**config.mk**
```make
export PLATFORM = sky130hd
export DESIGN_NAME = hazard_scoreboard_flat
export DESIGN_NICKNAME = d
export VERILOG_FILES = /design/src/rtl/hazard_scoreboard_pkg.sv /design/src/rtl/hazard_scoreboard_if.sv /design/src/rtl/hazard_scoreboard_reg_scoreboard.sv /design/src/rtl/hazard_scoreboard.sv /design/src/flat_wrapper.sv
export SDC_FILE = /design/constraint.sdc
export NUM_CORES = 1
export LEC_CHECK = 0
export ABC_AREA = 1
export BUFFER_PORTS_ARGS = -buffer_cell sky130_fd_sc_hd__buf_2
export CAP_MARGIN = 5
export CELL_PAD_IN_SITES_DETAIL_PLACEMENT = 1
export CELL_PAD_IN_SITES_GLOBAL_PLACEMENT = 1
export CORE_AREA = 4 4 117 119
export CTS_BUF_LIST = sky130_fd_sc_hd__clkbuf_16
export CTS_CLUSTER_DIAMETER = 200
export DETAILED_ROUTE_END_ITERATION = 10
export DIE_AREA = 0 0 121 123
export PLACE_DENSITY_LB_ADDON = 0.1
export SYNTH_ARGS = -nofsm -noshare
export SYNTH_HDL_FRONTEND = slang
export SYNTH_SLANG_ARGS = --single-unit
```
**constraint.sdc**
```tcl
create_clock -name clk -period 2.7 [get_ports clk]
set_input_delay 0.27 -clock clk [delete_from_list [all_inputs] [get_ports clk]]
set_output_delay 0.27 -clock clk [all_outputs]
set_load 0.01 [all_outputs]
```
**src/rtl/hazard_scoreboard_pkg.sv**
```systemverilog
// Shared types for the F/D/E/M/W hazard controller: scoreboard entries, FSM states, counter width.
package hazard_scoreboard_pkg;

  typedef enum logic {
    SB_LOAD   = 1'b0,
    SB_MULDIV = 1'b1
  } sb_type_e;

  typedef struct packed {
    logic     pend;
    sb_type_e typ;
  } sb_entry_t;

  typedef enum logic {
    HZ_RUN  = 1'b0,
    HZ_DROP = 1'b1
  } hz_state_e;

  localparam int MULDIV_CNT_W = 4;
  localparam int CREG_AW      = 5;

  typedef logic [CREG_AW-1:0] creg_addr_t;

endpackage

```
**src/rtl/hazard_scoreboard_if.sv**
```systemverilog
// Decode/execute/memory status into the hazard controller and stall/flush/issue back out.
interface hazard_scoreboard_if #(
  parameter int ISSUE_W = 1,
  parameter int AW      = 5
);
  logic                  i_data_ok;
  logic                  d_data_ok;
  logic [ISSUE_W-1:0]    d_valid;
  logic [ISSUE_W*AW-1:0] d_srca;
  logic [ISSUE_W*AW-1:0] d_srcb;
  logic [ISSUE_W-1:0]    d_usea;
  logic [ISSUE_W-1:0]    d_useb;
  logic [ISSUE_W*AW-1:0] d_dst;
  logic [ISSUE_W-1:0]    d_regwrite;
  logic [ISSUE_W-1:0]    d_load;
  logic [ISSUE_W-1:0]    d_muldiv;
  logic [ISSUE_W-1:0]    d_branch;
  logic [ISSUE_W-1:0]    e_regwrite;
  logic [ISSUE_W*AW-1:0] e_dst;
  logic                  ld_done;
  logic [AW-1:0]         ld_reg;
  logic                  exc_flush;

  logic [ISSUE_W-1:0]    issue_ok;
  logic                  stallF, stallD, stallE, stallM;
  logic                  flushD, flushE, flushM, flushW;
  logic                  muldiv_busy;

  modport master (
    output i_data_ok, d_data_ok, d_valid, d_srca, d_srcb, d_usea, d_useb, d_dst,
           d_regwrite, d_load, d_muldiv, d_branch, e_regwrite, e_dst, ld_done, ld_reg, exc_flush,
    input  issue_ok, stallF, stallD, stallE, stallM, flushD, flushE, flushM, flushW, muldiv_busy
  );

  modport slave (
    input  i_data_ok, d_data_ok, d_valid, d_srca, d_srcb, d_usea, d_useb, d_dst,
           d_regwrite, d_load, d_muldiv, d_branch, e_regwrite, e_dst, ld_done, ld_reg, exc_flush,
    output issue_ok, stallF, stallD, stallE, stallM, flushD, flushE, flushM, flushW, muldiv_busy
  );

endinterface

```
**src/rtl/hazard_scoreboard_reg_scoreboard.sv**
```systemverilog
// Per-register pending table for loads and the single mul/div unit, with its latency countdown.
// Clears are applied before sets so a same-cycle re-issue to the same register stays pending.
module reg_scoreboard
  import hazard_scoreboard_pkg::*;
#(
  parameter int ISSUE_W    = 1,
  parameter int NREG       = 32,
  parameter int MULDIV_LAT = 4,
  parameter int AW         = $clog2(NREG)
) (
  input  logic                    clk,
  input  logic                    resetn,
  input  logic [ISSUE_W-1:0]      set_vld,
  input  logic [ISSUE_W*AW-1:0]   set_reg,
  input  logic [ISSUE_W-1:0]      set_md,
  input  logic                    ld_clr,
  input  logic [AW-1:0]           ld_reg,
  input  logic                    flush_ld,
  output logic [NREG-1:0]         pend,
  output logic [MULDIV_CNT_W-1:0] cnt
);

  sb_entry_t               sb_q [NREG];
  logic [AW-1:0]           md_reg_q;
  logic [MULDIV_CNT_W-1:0] cnt_q;
  logic                    md_set;
  logic [AW-1:0]           md_set_reg;

  always_comb begin
    md_set     = 1'b0;
    md_set_reg = '0;
    for (int s = 0; s < ISSUE_W; s++) begin
      if (set_vld[s] && set_md[s]) begin
        md_set     = 1'b1;
        md_set_reg = set_reg[s*AW +: AW];
      end
    end
  end

  always_ff @(posedge clk or negedge resetn) begin
    if (!resetn) begin
      for (int r = 0; r < NREG; r++) begin
        sb_q[r] <= '{pend: 1'b0, typ: SB_LOAD};
      end
      cnt_q    <= '0;
      md_reg_q <= '0;
    end else begin
      if (cnt_q != '0) begin
        cnt_q <= cnt_q - MULDIV_CNT_W'(1);
      end
      // The mul/div result becomes forwardable as the count leaves 1.
      if (cnt_q == MULDIV_CNT_W'(1) && sb_q[md_reg_q].typ == SB_MULDIV) begin
        sb_q[md_reg_q].pend <= 1'b0;
      end
      if (flush_ld) begin
        for (int r = 0; r < NREG; r++) begin
          if (sb_q[r].typ == SB_LOAD) begin
            sb_q[r].pend <= 1'b0;
          end
        end
      end
      if (ld_clr && sb_q[ld_reg].typ == SB_LOAD) begin
        sb_q[ld_reg].pend <= 1'b0;
      end
      for (int s = 0; s < ISSUE_W; s++) begin
        if (set_vld[s]) begin
          sb_q[set_reg[s*AW +: AW]].pend <= 1'b1;
          sb_q[set_reg[s*AW +: AW]].typ  <= set_md[s] ? SB_MULDIV : SB_LOAD;
        end
      end
      if (md_set) begin
        cnt_q    <= MULDIV_CNT_W'(MULDIV_LAT);
        md_reg_q <= md_set_reg;
      end
    end
  end

  always_comb begin
    for (int r = 0; r < NREG; r++) begin
      pend[r] = sb_q[r].pend;
    end
  end

  assign cnt = cnt_q;

endmodule

```
**src/rtl/hazard_scoreboard.sv**
```systemverilog
// Hazard controller: per-slot RAW/branch/structural blocking, 1- or 2-wide issue, stage stall/flush, stale-fetch drop FSM.
// Outputs are combinational from registered state and current inputs.
module hazard_scoreboard
  import hazard_scoreboard_pkg::*;
#(
  parameter int ISSUE_W    = 1,
  parameter int NREG       = 32,
  parameter int MULDIV_LAT = 4
) (
  input  logic               clk,
  input  logic               resetn,
  hazard_scoreboard_if.slave bus
);

  localparam int AW = $clog2(NREG);

  logic [NREG-1:0]         pend;
  logic [MULDIV_CNT_W-1:0] cnt;
  logic                    cnt_gt1;
  logic                    exc_act;
  logic [ISSUE_W-1:0]      blk_own;
  logic [ISSUE_W-1:0]      blk;
  logic [ISSUE_W-1:0]      iss;
  logic [ISSUE_W-1:0]      set_vld;
  logic                    s_f, s_d, s_e, s_m;
  logic                    f_d, f_e, f_m, f_w;
  hz_state_e               state_q, state_d;

  assign cnt_gt1 = cnt > MULDIV_CNT_W'(1);
  assign exc_act = bus.exc_flush && bus.d_data_ok;

  for (genvar s = 0; s < ISSUE_W; s++) begin : g_slot
    logic [AW-1:0] a, b, d;
    logic          raw, br_hit;

    assign a   = bus.d_srca[s*AW +: AW];
    assign b   = bus.d_srcb[s*AW +: AW];
    assign d   = bus.d_dst[s*AW +: AW];
    assign raw = (bus.d_usea[s] && a != '0 && pend[a]) ||
                 (bus.d_useb[s] && b != '0 && pend[b]);

    // A branch resolving in D cannot see a result still sitting in E.
    always_comb begin
      br_hit = 1'b0;
      for (int k = 0; k < ISSUE_W; k++) begin
        if (bus.e_regwrite[k] && bus.e_dst[k*AW +: AW] != '0 &&
            ((bus.d_usea[s] && a == bus.e_dst[k*AW +: AW]) ||
             (bus.d_useb[s] && b == bus.e_dst[k*AW +: AW]))) begin
          br_hit = 1'b1;
        end
      end
    end

    assign blk_own[s] = bus.d_valid[s] &&
                        (raw || (bus.d_branch[s] && br_hit) || (bus.d_muldiv[s] && cnt_gt1));
    assign set_vld[s] = iss[s] && bus.d_regwrite[s] && (bus.d_load[s] || bus.d_muldiv[s]) && d != '0;
  end

  if (ISSUE_W == 2) begin : g_pair
    logic [AW-1:0] d0, a1, b1;
    logic          dep;

    assign d0  = bus.d_dst[AW-1:0];
    assign a1  = bus.d_srca[2*AW-1:AW];
    assign b1  = bus.d_srcb[2*AW-1:AW];
    assign dep = bus.d_regwrite[0] && d0 != '0 &&
                 ((bus.d_usea[1] && a1 == d0) || (bus.d_useb[1] && b1 == d0));

    assign blk[0] = blk_own[0];
    assign blk[1] = blk_own[1] || !bus.d_valid[0] || blk_own[0] || dep ||
                    (bus.d_load[0] && bus.d_load[1]) || (bus.d_muldiv[0] && bus.d_muldiv[1]);
  end else begin : g_single
    assign blk = blk_own;
  end

  always_comb begin
    iss = '0;
    s_f = 1'b0; s_d = 1'b0; s_e = 1'b0; s_m = 1'b0;
    f_d = 1'b0; f_e = 1'b0; f_m = 1'b0; f_w = 1'b0;
    if (!resetn) begin
      f_d = 1'b1; f_e = 1'b1; f_m = 1'b1; f_w = 1'b1;
    end else if (exc_act) begin
      f_d = 1'b1; f_e = 1'b1; f_m = 1'b1;
    end else if (!bus.d_data_ok) begin
      s_f = 1'b1; s_d = 1'b1; s_e = 1'b1; s_m = 1'b1;
      f_w = 1'b1;
    end else if (state_q == HZ_DROP) begin
      f_d = 1'b1;
    end else if (!bus.i_data_ok || blk[0]) begin
      s_f = 1'b1; s_d = 1'b1;
      f_e = 1'b1;
    end else begin
      // Slot-1-only blocks issue slot 0 alone; the frontend rebundles slot 1.
      iss = bus.d_valid & ~blk;
    end
  end

  always_comb begin
    state_d = state_q;
    case (state_q)
      HZ_RUN:  if (exc_act && !bus.i_data_ok) state_d = HZ_DROP;
      HZ_DROP: if (!exc_act && bus.i_data_ok) state_d = HZ_RUN;
      default: state_d = HZ_RUN;
    endcase
  end

  always_ff @(posedge clk or negedge resetn) begin
    if (!resetn) begin
      state_q <= HZ_RUN;
    end else begin
      state_q <= state_d;
    end
  end

  reg_scoreboard #(
    .ISSUE_W    (ISSUE_W),
    .NREG       (NREG),
    .MULDIV_LAT (MULDIV_LAT),
    .AW         (AW)
  ) u_sb (
    .clk      (clk),
    .resetn   (resetn),
    .set_vld  (set_vld),
    .set_reg  (bus.d_dst),
    .set_md   (bus.d_muldiv),
    .ld_clr   (bus.ld_done && bus.d_data_ok),
    .ld_reg   (bus.ld_reg),
    .flush_ld (exc_act),
    .pend     (pend),
    .cnt      (cnt)
  );

  assign bus.issue_ok    = iss;
  assign bus.stallF      = s_f;
  assign bus.stallD      = s_d;
  assign bus.stallE      = s_e;
  assign bus.stallM      = s_m;
  assign bus.flushD      = f_d;
  assign bus.flushE      = f_e;
  assign bus.flushM      = f_m;
  assign bus.flushW      = f_w;
  assign bus.muldiv_busy = resetn && (cnt != '0);

endmodule

```
**src/flat_wrapper.sv**
```systemverilog
// flat-port wrapper written by rule: the top's interface ports become plain ports
module hazard_scoreboard_flat import hazard_scoreboard_pkg::*;
#(
  parameter int ISSUE_W    = 1,
  parameter int NREG       = 32,
  parameter int MULDIV_LAT = 4
)
  (clk, resetn, bus_i_data_ok, bus_d_data_ok, bus_d_valid, bus_d_srca, bus_d_srcb, bus_d_usea, bus_d_useb, bus_d_dst, bus_d_regwrite, bus_d_load, bus_d_muldiv, bus_d_branch, bus_e_regwrite, bus_e_dst, bus_ld_done, bus_ld_reg, bus_exc_flush, bus_issue_ok, bus_stallF, bus_stallD, bus_stallE, bus_stallM, bus_flushD, bus_flushE, bus_flushM, bus_flushW, bus_muldiv_busy);
  hazard_scoreboard_if #(.ISSUE_W(ISSUE_W), .AW(5)) bus_i ();
  input  logic clk;
  input  logic resetn;
  input wire logic [$bits(bus_i.i_data_ok)-1:0] bus_i_data_ok;
  input wire logic [$bits(bus_i.d_data_ok)-1:0] bus_d_data_ok;
  input wire logic [$bits(bus_i.d_valid)-1:0] bus_d_valid;
  input wire logic [$bits(bus_i.d_srca)-1:0] bus_d_srca;
  input wire logic [$bits(bus_i.d_srcb)-1:0] bus_d_srcb;
  input wire logic [$bits(bus_i.d_usea)-1:0] bus_d_usea;
  input wire logic [$bits(bus_i.d_useb)-1:0] bus_d_useb;
  input wire logic [$bits(bus_i.d_dst)-1:0] bus_d_dst;
  input wire logic [$bits(bus_i.d_regwrite)-1:0] bus_d_regwrite;
  input wire logic [$bits(bus_i.d_load)-1:0] bus_d_load;
  input wire logic [$bits(bus_i.d_muldiv)-1:0] bus_d_muldiv;
  input wire logic [$bits(bus_i.d_branch)-1:0] bus_d_branch;
  input wire logic [$bits(bus_i.e_regwrite)-1:0] bus_e_regwrite;
  input wire logic [$bits(bus_i.e_dst)-1:0] bus_e_dst;
  input wire logic [$bits(bus_i.ld_done)-1:0] bus_ld_done;
  input wire logic [$bits(bus_i.ld_reg)-1:0] bus_ld_reg;
  input wire logic [$bits(bus_i.exc_flush)-1:0] bus_exc_flush;
  output wire logic [$bits(bus_i.issue_ok)-1:0] bus_issue_ok;
  output wire logic [$bits(bus_i.stallF)-1:0] bus_stallF;
  output wire logic [$bits(bus_i.stallD)-1:0] bus_stallD;
  output wire logic [$bits(bus_i.stallE)-1:0] bus_stallE;
  output wire logic [$bits(bus_i.stallM)-1:0] bus_stallM;
  output wire logic [$bits(bus_i.flushD)-1:0] bus_flushD;
  output wire logic [$bits(bus_i.flushE)-1:0] bus_flushE;
  output wire logic [$bits(bus_i.flushM)-1:0] bus_flushM;
  output wire logic [$bits(bus_i.flushW)-1:0] bus_flushW;
  output wire logic [$bits(bus_i.muldiv_busy)-1:0] bus_muldiv_busy;
  assign bus_i.i_data_ok = bus_i_data_ok;
  assign bus_i.d_data_ok = bus_d_data_ok;
  assign bus_i.d_valid = bus_d_valid;
  assign bus_i.d_srca = bus_d_srca;
  assign bus_i.d_srcb = bus_d_srcb;
  assign bus_i.d_usea = bus_d_usea;
  assign bus_i.d_useb = bus_d_useb;
  assign bus_i.d_dst = bus_d_dst;
  assign bus_i.d_regwrite = bus_d_regwrite;
  assign bus_i.d_load = bus_d_load;
  assign bus_i.d_muldiv = bus_d_muldiv;
  assign bus_i.d_branch = bus_d_branch;
  assign bus_i.e_regwrite = bus_e_regwrite;
  assign bus_i.e_dst = bus_e_dst;
  assign bus_i.ld_done = bus_ld_done;
  assign bus_i.ld_reg = bus_ld_reg;
  assign bus_i.exc_flush = bus_exc_flush;
  assign bus_issue_ok = bus_i.issue_ok;
  assign bus_stallF = bus_i.stallF;
  assign bus_stallD = bus_i.stallD;
  assign bus_stallE = bus_i.stallE;
  assign bus_stallM = bus_i.stallM;
  assign bus_flushD = bus_i.flushD;
  assign bus_flushE = bus_i.flushE;
  assign bus_flushM = bus_i.flushM;
  assign bus_flushW = bus_i.flushW;
  assign bus_muldiv_busy = bus_i.muldiv_busy;
  hazard_scoreboard #(.ISSUE_W(ISSUE_W), .NREG(NREG), .MULDIV_LAT(MULDIV_LAT)) u_core (.clk(clk), .resetn(resetn), .bus(bus_i));
endmodule
```
== Word level (Yosys, flattened, before mapping) ==
Index checks and enable logic that the tools add are counted.
W data, S select, Z words.

* Output and inout bits: 10
* Word-level logic and storage cells: 247
* Bits of input ports: 39
* Register bits: 74

* Eq/ne operators: 3
* Add/subtract/negate cells: 1
* Muxes and demuxes: 121
* Magnitude comparators: 9
* Reduce and logical (&&, ||, !) cells: 39
* Bitwise gates (word level): 7

{| class="wikitable"
|+ Operators by type and width
! cell !! number
|-
| $bwmux W64 || 4
|-
| $mux W64 || 3
|-
| $mux W1 || 99
|-
| $demux W2 S5 || 4
|-
| $logic_and A1 B1 Y1 || 25
|-
| $bmux W2 S5 || 2
|-
| $reduce_bool A5 Y1 || 4
|-
| $ge A6 B6 Y1 const B || 3
|-
| $lt A6 B1 Y1 const B || 3
|-
| $not A5 Y6 || 3
|-
| $lt A5 B6 Y1 const B || 2
|-
| $bmux W1 S5 || 2
|-
| $eq A5 B5 Y1 || 2
|-
| $mux W4 || 2
|-
| $logic_or A1 B1 Y1 || 6
|-
| $mux W2 || 3
|-
| $mux W5 || 1
|-
| $eq A4 B1 Y1 const B || 1
|-
| $gt A4 B1 Y1 const B || 1
|-
| $reduce_bool A4 Y1 || 1
|-
| $sub A4 B1 Y4 const B || 1
|-
| $not A1 Y1 || 3
|-
| $logic_not A1 Y1 || 2
|-
| $pmux W1 S2 || 1
|-
| other kinds (2) || 2
|}

== Depth between registers and ports, before layout ==
Gate-level depths: netlist (run 1).

* Depth after elaboration: 22
* Gate-level depth with buffers: 17
* Mapped depth without buffers: 15

== By module ==
Synthesis (run 1) repeated with hierarchy kept, for this count alone.

* Cells, all modules: 1079
* Area total of the unflattened synthesis: 6394.9 µm²

{| class="wikitable"
|+ By module, submodules not included
! module !! cells each !! sequential area each (µm²) !! area an instance (µm²) !! times used
|-
| reg_scoreboard || 827 || 1826.8 || 5231.3 || 1
|-
| hazard_scoreboard || 252 || 25.0 || 1163.6 || 1
|}

== Least setup slack after synthesis (run 1) ==
No wires, ideal clock.

* Path type: input to output
* From: in bus_d_srca[0]
* To: out bus_stallF
* Required time: 2430 ps
* Buffers on the path: 3
* Stages: 16
* Slack: 615 ps
* Arrival time: 1815 ps
* Cell sequence: buf_4 -> inv_2 -> buf_6 -> nand2_1 -> nand3_1 -> nand3_1 -> nand2_1 -> nand2_1 -> nand3_1 -> nand3b_1 -> nand2_1 -> nand2_1 -> nand2_1 -> nand2_1 -> a21oi_1 -> buf_4

* Word-level cells in the longest chain between the ends: 15
* Elaborated cells between the ends (all ways): 21
* Those cells by class: eq/ne: 1; mux: 8; reduce/logical: 12

{| class="wikitable"
|+ Ends and longest elaborated chain
! what !! line !! source
|-
| start: declaration || flat_wrapper.sv:15 || <nowiki>input wire logic [$bits(bus_i.d_srca)-1:0] bus_d_srca;</nowiki>
|-
| parallel branches: the longest is 6 deep, another holds $bmux W1 S5 || n/a ||
|-
| $logic_or A1 B1 Y1 * (2 in a row) || hazard_scoreboard.sv:55 || <nowiki>(raw || (bus.d_branch[s] && br_hit) || (bus.d_muldiv[s] && cnt_gt1));</nowiki>
|-
| $logic_and A1 B1 Y1 * || hazard_scoreboard.sv:54 || <nowiki>assign blk_own[s] = bus.d_valid[s] &&</nowiki>
|-
| $logic_or A1 B1 Y1 * || hazard_scoreboard.sv:89 || <nowiki>end else if (!bus.i_data_ok || blk[0]) begin</nowiki>
|-
| $mux W1 * (5 in a row) || n/a ||
|-
| end: declaration || flat_wrapper.sv:30 || <nowiki>output wire logic [$bits(bus_i.stallF)-1:0] bus_stallF;</nowiki>
|}

Every way passes the cells marked *. The select of a mux whose other input is x is not followed.

== Final worst setup path (run 1) ==
* From: reg u_core.u_sb.md_reg_q[0]
* To: reg, netlist name u_core.u_sb.pend[24]

* Word-level cells in the longest chain between the ends: 14
* Elaborated cells between the ends (all ways): 19
* Those cells by class: order compare: 2; mux: 14; bitwise: 1; reduce/logical: 2

{| class="wikitable"
|+ Ends and longest elaborated chain
! what !! line !! source
|-
| start: declaration || hazard_scoreboard_reg_scoreboard.sv:24 || <nowiki>logic [AW-1:0] md_reg_q;</nowiki>
|-
| start signal: assignment || hazard_scoreboard_reg_scoreboard.sv:73 || <nowiki>md_reg_q <= md_set_reg;</nowiki>
|-
| $not A5 Y6 (implied by the code) * || hazard_scoreboard_reg_scoreboard.sv:52, hazard_scoreboard_reg_scoreboard.sv:53 ||
|-
| $ge A6 B6 Y1 (implied by the code) / $lt A6 B1 Y1 (equally long branches) || hazard_scoreboard_reg_scoreboard.sv:53 || <nowiki>sb_q[md_reg_q].pend <= 1'b0;</nowiki>
|-
| $logic_and A1 B1 Y1 (implied by the code) || hazard_scoreboard_reg_scoreboard.sv:53 ||
|-
| $mux W2 (implied by the code) || hazard_scoreboard_reg_scoreboard.sv:53 ||
|-
| $demux W2 S5 || hazard_scoreboard_reg_scoreboard.sv:53 ||
|-
| $bwmux W64 || hazard_scoreboard_reg_scoreboard.sv:53 ||
|-
| $mux W64 * || hazard_scoreboard_reg_scoreboard.sv:52 || <nowiki>if (cnt_q == MULDIV_CNT_W'(1) && sb_q[md_reg_q].typ == SB_MULDIV) begin</nowiki>
|-
| $mux W1 || hazard_scoreboard_reg_scoreboard.sv:57 || <nowiki>if (sb_q[r].typ == SB_LOAD) begin</nowiki>
|-
| $mux W1 * || hazard_scoreboard_reg_scoreboard.sv:55 || <nowiki>if (flush_ld) begin</nowiki>
|-
| $bwmux W64 || hazard_scoreboard_reg_scoreboard.sv:63 || <nowiki>sb_q[ld_reg].pend <= 1'b0;</nowiki>
|-
| $mux W64 * || hazard_scoreboard_reg_scoreboard.sv:62 || <nowiki>if (ld_clr && sb_q[ld_reg].typ == SB_LOAD) begin</nowiki>
|-
| $bwmux W64 || hazard_scoreboard_reg_scoreboard.sv:67 || <nowiki>sb_q[set_reg[s*AW +: AW]].pend <= 1'b1;</nowiki>
|-
| $bwmux W64 || hazard_scoreboard_reg_scoreboard.sv:68 || <nowiki>sb_q[set_reg[s*AW +: AW]].typ <= set_md[s] ? SB_MULDIV : SB_LOAD;</nowiki>
|-
| $mux W64 * || hazard_scoreboard_reg_scoreboard.sv:66 || <nowiki>if (set_vld[s]) begin</nowiki>
|}

Mark *: on every way between the ends. The rest lies on a longest branch, timed or not. The select of a mux whose other input is x is not followed.
A chain may end at the register's enable or synchronous reset.

==> results of run 1 <==
## metrics by stage
stage,util (%),instance area [sq um]
2_1_floorplan,-,5700
3_3_place_gp,49.4,6210
3_5_place_dp,49.4,6210
4_1_cts,51.5,6470
5_1_grt,51.5,6470
6_report,51.5,6470
## metal layers
| layer | track usage, % | share of wire, % | up-vias | wire (um) |
|---|---|---|---|---|
| met1 | 44.9 | 43 | 3123 | 10000 |
| li1 | - | - | 3026 | - |
| met3 | 5.58 | 8.4 | 63 | 1940 |
| met4 | 13.0 | 3.8 | 0 | 873 |
| met5 | 0 | 0 | - | 0 |
| met2 | 49.5 | 45 | 312 | 10400 |
## registers in the layout, indices dropped and copies added (netlist names)
name / flops
u_core.state_q: 1
u_core.u_sb.cnt: 4
u_core.u_sb.md_reg_q: 5
u_core.u_sb.pend: 32
u_core.u_sb.sb_q: 32
## worst paths after layout
check | endpoint | from | cells past startpoint
setup / recovery | u_core.u_sb.pend[24] | u_core.u_sb.md_reg_q[0] | 10
hold / removal | u_core.u_sb.cnt[0] | resetn | 2
setup reg to reg | u_core.u_sb.pend[24] | u_core.u_sb.md_reg_q[0] | 10
hold reg to reg | u_core.u_sb.sb_q[62] | u_core.u_sb.sb_q[62] | 0
max in group asynchronous | u_core.u_sb.sb_q[40] | resetn | 3
min in group clk | u_core.state_q | bus_i_data_ok | 2
## report_power, final
group	leakage, uW	internal [uW]	switching (uW)	total [uW]
sequential	0.00102	1160	46.2	1200
clock	0.000127	609	480	1090
combinational	0.00194	224	511	735
total	0.00309	1990	1040	3030
## layout by cell type (no fill, tap or decap), types with 2 or more instances in the layout
| cell | count |
|---|---|
| nand2_1 | 229 |
| nand3_1 | 159 |
| inv_1 | 106 |
| nor2_1 | 77 |
| dfrtp_1 | 74 |
| buf_2 | 47 |
| nor3_1 | 32 |
| o22ai_1 | 32 |
| o211ai_1 | 29 |
| buf_4 | 29 |
| a21oi_1 | 22 |
| o21ai_0 | 19 |
| o21a_1 | 11 |
| clkbuf_16 | 9 |
| o21ai_1 | 8 |
| inv_2 | 6 |
| o21ai_2 | 6 |
| nand4_1 | 5 |
| buf_12 | 5 |
| clkinv_1 | 4 |
| nand2_2 | 3 |
| ha_1 | 3 |
| nor2_4 | 2 |
| inv_6 | 2 |
| xor2_1 | 2 |
| nand3b_1 | 2 |
| xnor2_1 | 2 |
| clkinv_2 | 2 |
## kinds of logic after synthesis
kind of cell | synth area share [%]
AOI/OAI and AO/OA | 14.1
adders and majority gates | 0.658
DFF | 32.5
buffers and inverters | 12.3
xor gates and xnor gates | 0.615
and+or+nand+nor | 39.8
## area by class of cell
type                       instances  share of cell area (%)
clock buffer                       9                    3.48
clock inverter                     6                   0.522
inverter                         115                    6.75
multi-input combinational        651                    48.7
sequential                        74                    28.6
tap                              172                    3.33
timing repair buffer              81                    8.55
==> results.cfg, run 1 <==
[status]
status = finished clean

[drt]
drt-wirelength-per-cell_um = 20.9
routed_wl_mm = 23.2
postRouteAntennaNets = 0
via_per_inst = 5.89
drc = 0
drtIter0Drc = 712
drtPass1Iterations = 6
vias = 6524

[setup_path]
endpoint_kind = flop
cp_slowest_stage_delay_ns = 0.43
crit_path_start_kind = flop
critical-path-top-delay-family = simple AND/OR/NAND/NOR gates
crit_chain = inv_1 > nand2_2 > o22ai_1 > o21ai_0 > nand4_1 > or2_1 > buf_4 > nand3_1 > o211ai_1 > nand2_1
required_ns = 2.91
cp_max_fo = 16
path_buf_inv = 2
reg2reg_setup_slack_ns = 0.16
cp_slowest_cell = or2_1
crit_type = reg -> reg
cp.arrival_ns = 2.75

[clocking]
htreeDepth = 3
cts_made_buffers = 9
cts_hold_buf = 0
clk_pin_slew_ns = 0.06
clockBufferDepth = 2
clkLatencyLatePin_ns = 0.35
cts_tree = yes
cts-root-buf = clkbuf_16
cts_resized = 0
clkSinkCount = 74
cts_setup_buffers = 0

[final_layout]
regArea_sq_um = 1850
final_nets = 974
nFillCells = 1733
drive_gt1_share_pct = 12.6
multi_input_area_sq_um = 3150
diodes = 0
area_delta_synth_final_pct = 13.4
finalNonFillerCells = 1108

[sta]
hold_viol = 0
slew_headroom_pct = 34.1
tns_ns = 0
period_share_pct = 94.0
hold_ws_ns = 0.0252
worstMarginPinSlew_ns = 0.980
fin_ws_ns = 0.162
period_minus_slack_ns = 2.54
fmax_mhz = 394
slew_violations = 0
setup_viol = 0
rsz0062_at_grt = false
fin_skew_ns = 0.00419

[floorplanning]
chipWidth_um = 121
start_util_pct = 45.4
dieArea_sq_um = 14900
die_h_um = 123
io_pins = 49
core_area_sq_um = 12600
core.rowCount = 41

[placement]
port_buffers = 48
dp_slack_ns = 0.191
gp_congestion = 1.02
dp_hpwl_mm = 17.8
dp.cells = 1093

[yosys]
synth-edff-count = 0
synth.distinct_cells = 35
synth_cells = 884
avgSynthCellArea_sq_um = 6.45
synthArstFlopShare_pct = 100
synth_ff_type = dfrtp_1
yosysWarnings = 0
yosysMostFrequentCell = nand2_1
synth_common_cells = nand2_1, nand3_1, inv_1, nor2_1, dfrtp_1
seq_area_frac_synth_pct = 32.5
syn_area_sq_um = 5700
synth_top_cell_area_share_pct = 32.5
synth_nets = 926
synth_area_leaders = dfrtp_1, nand2_1, nand3_1, inv_1, nor2_1
synth-seq-cells = 74
yosys.area.top_type = dfrtp_1

[power]
leakage_uw = 0.00309
ir_drop_mv = 0.422
total_power_uw = 3030
p_per_area_nw_per_um2 = 468

[global_routing]
overflow = 0
grt_max_degree = 44
grt_antenna_before_repair = 0
grt_pass1_vias = 6560
grt_pass1_wl_mm = 36.4
grt_usage_pct = 32.1

[flow_run]
cap_viol_max_count = 0

[worst_hold_path]
hp-class = in -> async
Note: power is estimated with default switching activity, not from simulation.
==> run 2, diff against run 1 <==
CORE_AREA = 4 4 122 124   (was 4 4 117 119)
DIE_AREA = 0 0 126 128   (was 0 0 121 123)
==> results.cfg, run 2 (same netlist as run 1, synthesis figures left out) <==
[status]
status = finished clean

[setup_path]
endpoint_kind = primary output
cp_common_cell = nand2_1
required_ns = 2.43
crit_path_start_kind = flop
crit_chain = inv_1 > ha_1 > o21ai_0 > nand2_1 > nand2_2 > nor2_4 > nand2_1 > nand2_1 > nand2_1 > nand2_1 > a21oi_1 > buf_2
cp.arrival_ns = 2.27
crit_type = reg -> out
cp_slowest_stage_delay_ns = 0.39
cp_slowest_cell = dfrtp_1
cp_max_fo = 4

[placement]
port_buffers = 48
dp.cells = 1101
gp_congestion = 1.02
dp_hpwl_mm = 17.6

[drt]
drtIter0Drc = 551
postRouteAntennaNets = 0
routed_wl_mm = 22.9
drtPass1Iterations = 5
drc = 0
drt-wirelength-per-cell_um = 20.5
via_per_inst = 5.76
vias = 6430

[clocking]
cts_tree = yes
htreeDepth = 3
cts_setup_buffers = 0
clockBufferDepth = 2
cts_made_buffers = 9
clkSinkCount = 74
cts_hold_buf = 0
clk_pin_slew_ns = 0.06
cts-root-buf = clkbuf_16
cts_resized = 0
clkLatencyLatePin_ns = 0.35

[global_routing]
grt_antenna_before_repair = 0
grt_pass1_vias = 6703
grt_pass1_wl_mm = 36.5
grt_usage_pct = 28.9
overflow = 0
grt_max_degree = 49

[floorplanning]
chipWidth_um = 126
core.rowCount = 43
die_h_um = 128
core_area_sq_um = 13800
dieArea_sq_um = 16100
io_pins = 49
start_util_pct = 41.4

[power]
ir_drop_mv = 0.499
leakage_uw = 0.00311
p_per_area_nw_per_um2 = 511

[sta]
fmax_mhz = 393
slew_violations = 0
period_minus_slack_ns = 2.54
fin_skew_ns = 0.0120
rsz0062_at_grt = false
setup_viol = 0
slew_headroom_pct = 39.2
worstMarginPinSlew_ns = 0.905
tns_ns = 0
hold_viol = 0
period_share_pct = 94.2
hold_ws_ns = 0.00394

[final_layout]
final_nets = 974
drive_gt1_share_pct = 12.9
final_common_cell = nand2_1
reg_top3 = u_core.u_sb.pend: 32 flops, u_core.u_sb.sb_q: 32 flops, u_core.u_sb.md_reg_q: 5 flops
final_cell_mix = nand2_1, nand3_1, inv_1, nor2_1, dfrtp_1
post-route-util_pct = 47.4
finalNonFillerCells = 1117
area_delta_synth_final_pct = 14.4
diodes = 0

[worst_hold_path]
hp-class = in -> async

[flow_run]
cap_viol_max_count = 0
[run 2: cell count changes in the layout (fill, tap and decap cells not counted), sizes merged]
cell	change
clkinvlp	-1
clkinv	-1
bufinv	+3
[run 2: path summary, 6_finish.rpt]
kind / slack (ns) / cells after the start / to / start
max in group asynchronous: 1.72 / 3 / u_core.u_sb.pend[3] / resetn
hold / removal: 0.004 / 2 / u_core.u_sb.cnt[2] / resetn
setup reg to reg: 0.28 / 9 / u_core.u_sb.pend[24] / u_core.u_sb.md_reg_q[1]
min in group clk: 0.14 / 2 / u_core.state_q / bus_i_data_ok
hold reg to reg: 0.41 / 0 / u_core.u_sb.sb_q[62] / u_core.u_sb.sb_q[62]
setup / recovery: 0.16 / 12 / bus_stallD / u_core.u_sb.cnt[0]
[run 2: worst max-delay path: cells and delay by family (launching register included)]
kind	cells	cell delay, ns
AOI/OAI and AO/OA	2	0.39
buffers and inverters	2	0.25
and+or+nand+nor	7	0.65
DFF	1	0.39
adders and majority gates	1	0.23
[run 2: cell type report]
type	instances	area (sq um)
clock buffers	9	225
clock inverters	7	116
fillers	1879	7250
inverters	115	437
multi-input cells	651	3150
flip-flops and latches	74	1850
well taps	180	225
repair buffers	81	515
[run 2: power by group]
group | switching [uW] | total [uW] | internal, uW
clock | 493 | 1400 | 902
combinational | 511 | 731 | 220
sequential | 49.9 | 1200 | 1160
[run 2: routing by layer]
layer  up-vias  routed length, um  track usage, %
met1      3111              10100            38.8
met5         -                  0               0
met4         0                914            12.8
met3        57               1620            5.38
li1       3010                  -               -
met2       252              10200            45.6
[run 2: through the flow]
step / setup WS, ns / instance area, sq um / power (uW)
2_1_floorplan: 0.615 / 5700 / 1670
3_3_place_gp: 0.275 / 6180 / 1910
3_5_place_dp: 0.0440 / 6180 / 1950
4_1_cts: 0.123 / 6520 / 3350
5_1_grt: 0.0153 / 6530 / 3480
6_report: 0.156 / 6530 / 3330
==> run 3, diff against run 2 <==
REMOVE_ABC_BUFFERS = 1   (was unset)
==> results.cfg, run 3 (same netlist as run 1, synthesis figures left out) <==
[final_layout]
fin_area_sq_um = 6450
final_nets = 971
finalNonFillerCells = 1114
area_delta_synth_final_pct = 13.1
final_common_cell = nand2_1
drive_gt1_share_pct = 12.5
reg_top3 = u_core.u_sb.pend: 32 flops, u_core.u_sb.sb_q: 32 flops, u_core.u_sb.md_reg_q: 5 flops
diodes = 0
post-route-util_pct = 46.8
final_cell_mix = nand2_1, nand3_1, inv_1, nor2_1, dfrtp_1

[global_routing]
grt_max_degree = 47
grt_antenna_before_repair = 0
grt_usage_pct = 29.8
grt_pass1_vias = 6758
overflow = 0
grt_pass1_wl_mm = 37.3

[floorplanning]
start_util_pct = 41.4
core_area_sq_um = 13800
dieArea_sq_um = 16100
core.rowCount = 43
io_pins = 49
chipWidth_um = 126
die_h_um = 128

[power]
swShare_pct = 33.4
p_per_area_nw_per_um2 = 484
combPwrFrac_pct = 23.4
clkPwrFrac_pct = 37.9
ir_drop_mv = 0.342
leakage_uw = 0.00308
seqPwrFrac_pct = 38.7
p_sw_uw = 1040
p_int_uw = 2080

[setup_path]
cp_slowest_cell = nand2_1
cp_common_cell = nand2_1
crit_type = reg -> reg
cp.arrival_ns = 2.79
crit_chain = nand2_1 > o22ai_1 > o21ai_0 > nand4_1 > or2_1 > buf_4 > nand3_1 > o211ai_1 > nand2_1
cp_slowest_stage_delay_ns = 0.59
endpoint_kind = flop
cp_max_fo = 15
required_ns = 2.95
crit_path_start_kind = flop

[sta]
slew_headroom_pct = 43.7
fmax_mhz = 394
slew_violations = 0
period_minus_slack_ns = 2.54
rsz0062_at_grt = false
fin_ws_ns = 0.165
setup_viol = 0
worstMarginPinSlew_ns = 0.839
hold_viol = 0
fin_skew_ns = 0.0111
period_share_pct = 93.9

[status]
status = finished clean

[drt]
vias = 6484
routed-wl-met3_mm = 1.60
drtPass1Iterations = 5
drt-wirelength-per-cell_um = 21.1
via_per_inst = 5.82
postRouteAntennaNets = 0
drc = 0
m1WireLength_mm = 10.3
routed_wl_mm = 23.5
routed.top_layer = met4
wl_met2_mm = 10.9
drtIter0Drc = 539

[placement]
port_buffers = 48
gp_congestion = 1.02
dp.cells = 1098
dp_slack_ns = 0.0813
postPlaceCellArea_sq_um = 6160
dp_hpwl_mm = 17.9

[flow_run]
cap_viol_max_count = 0

[clocking]
clockBufferDepth = 2
cts-root-buf = clkbuf_16
clkLatencyLatePin_ns = 0.35
cts_made_buffers = 9
clk_pin_slew_ns = 0.06
clkSinkCount = 74
cts_tree = yes
htreeDepth = 3

[worst_hold_path]
hp-class = in -> async
[run 3: layout make-up]
class	instances	area, sq um
Clock inverter	7	61.3
Tap cell	180	225
Sequential cell	74	1850
Inverter	115	437
Fill cell	1894	7330
Timing Repair Buffer	78	493
Clock buffer	9	225
Multi-Input combinational cell	651	3150
[run 3: layer usage]
layer | global-route usage [%] | vias to the layer above
met5 | 0 | -
met4 | 9.72 | 0
met3 | 4.08 | 46
met2 | 48.6 | 251
met1 | 41.1 | 3183
li1 | - | 3004
[run 3: worst max-delay path: cells and delay by family, from the launching register on]
kind,cells,cell delay (ns)
simple gates,5,1.27
compound gates,3,0.54
flops,1,0.43
buf+inv,1,0.19
[run 3: power groups by stage]
stage / registers [uW] / logic, uW / clock network [uW]
floorplan: 1210 / 410 / 0
finish: 1210 / 731 / 1180
global route: 1210 / 810 / 1260
detailed placement: 1220 / 723 / 0
CTS: 1210 / 728 / 1210
global placement: 1220 / 691 / 0
[run 3: worst paths after layout]
check | start | end | slack, ns | depth (start not counted)
worst max-delay path | u_core.u_sb.md_reg_q[1] | u_core.u_sb.pend[8] | 0.16 | 9
min in group clk | bus_i_data_ok | u_core.state_q | 0.13 | 2
worst min-delay path | resetn | u_core.u_sb.cnt[2] | 0.02 | 2
max in group asynchronous | resetn | u_core.u_sb.pend[11] | 1.68 | 3
worst max register to register | u_core.u_sb.md_reg_q[1] | u_core.u_sb.pend[8] | 0.16 | 9
worst min register to register | u_core.u_sb.sb_q[62] | u_core.u_sb.sb_q[62] | 0.40 | 0
[run 3: timing repair]
action | CTS | global route
endpoints found under the setup margin | 0 | 1
resized for setup | 0 | 1
buffers inserted | 0 | 0
hold buffers | 0 | 0
endpoints found under the hold margin | 0 | 0
[run 3: metrics by stage]
| step | hold slack (ns) | setup TNS [ns] | total power, uW |
|---|---|---|---|
| after global routing | 0.0490 | 0 | 3280 |
| after detailed placement | 0.391 | 0 | 1950 |
| after floorplan | -0.0256 | -5.40 | 1620 |
| after CTS | 0.0217 | 0 | 3140 |
| after global placement | 0.389 | 0 | 1910 |
| final | 0.0221 | 0 | 3120 |
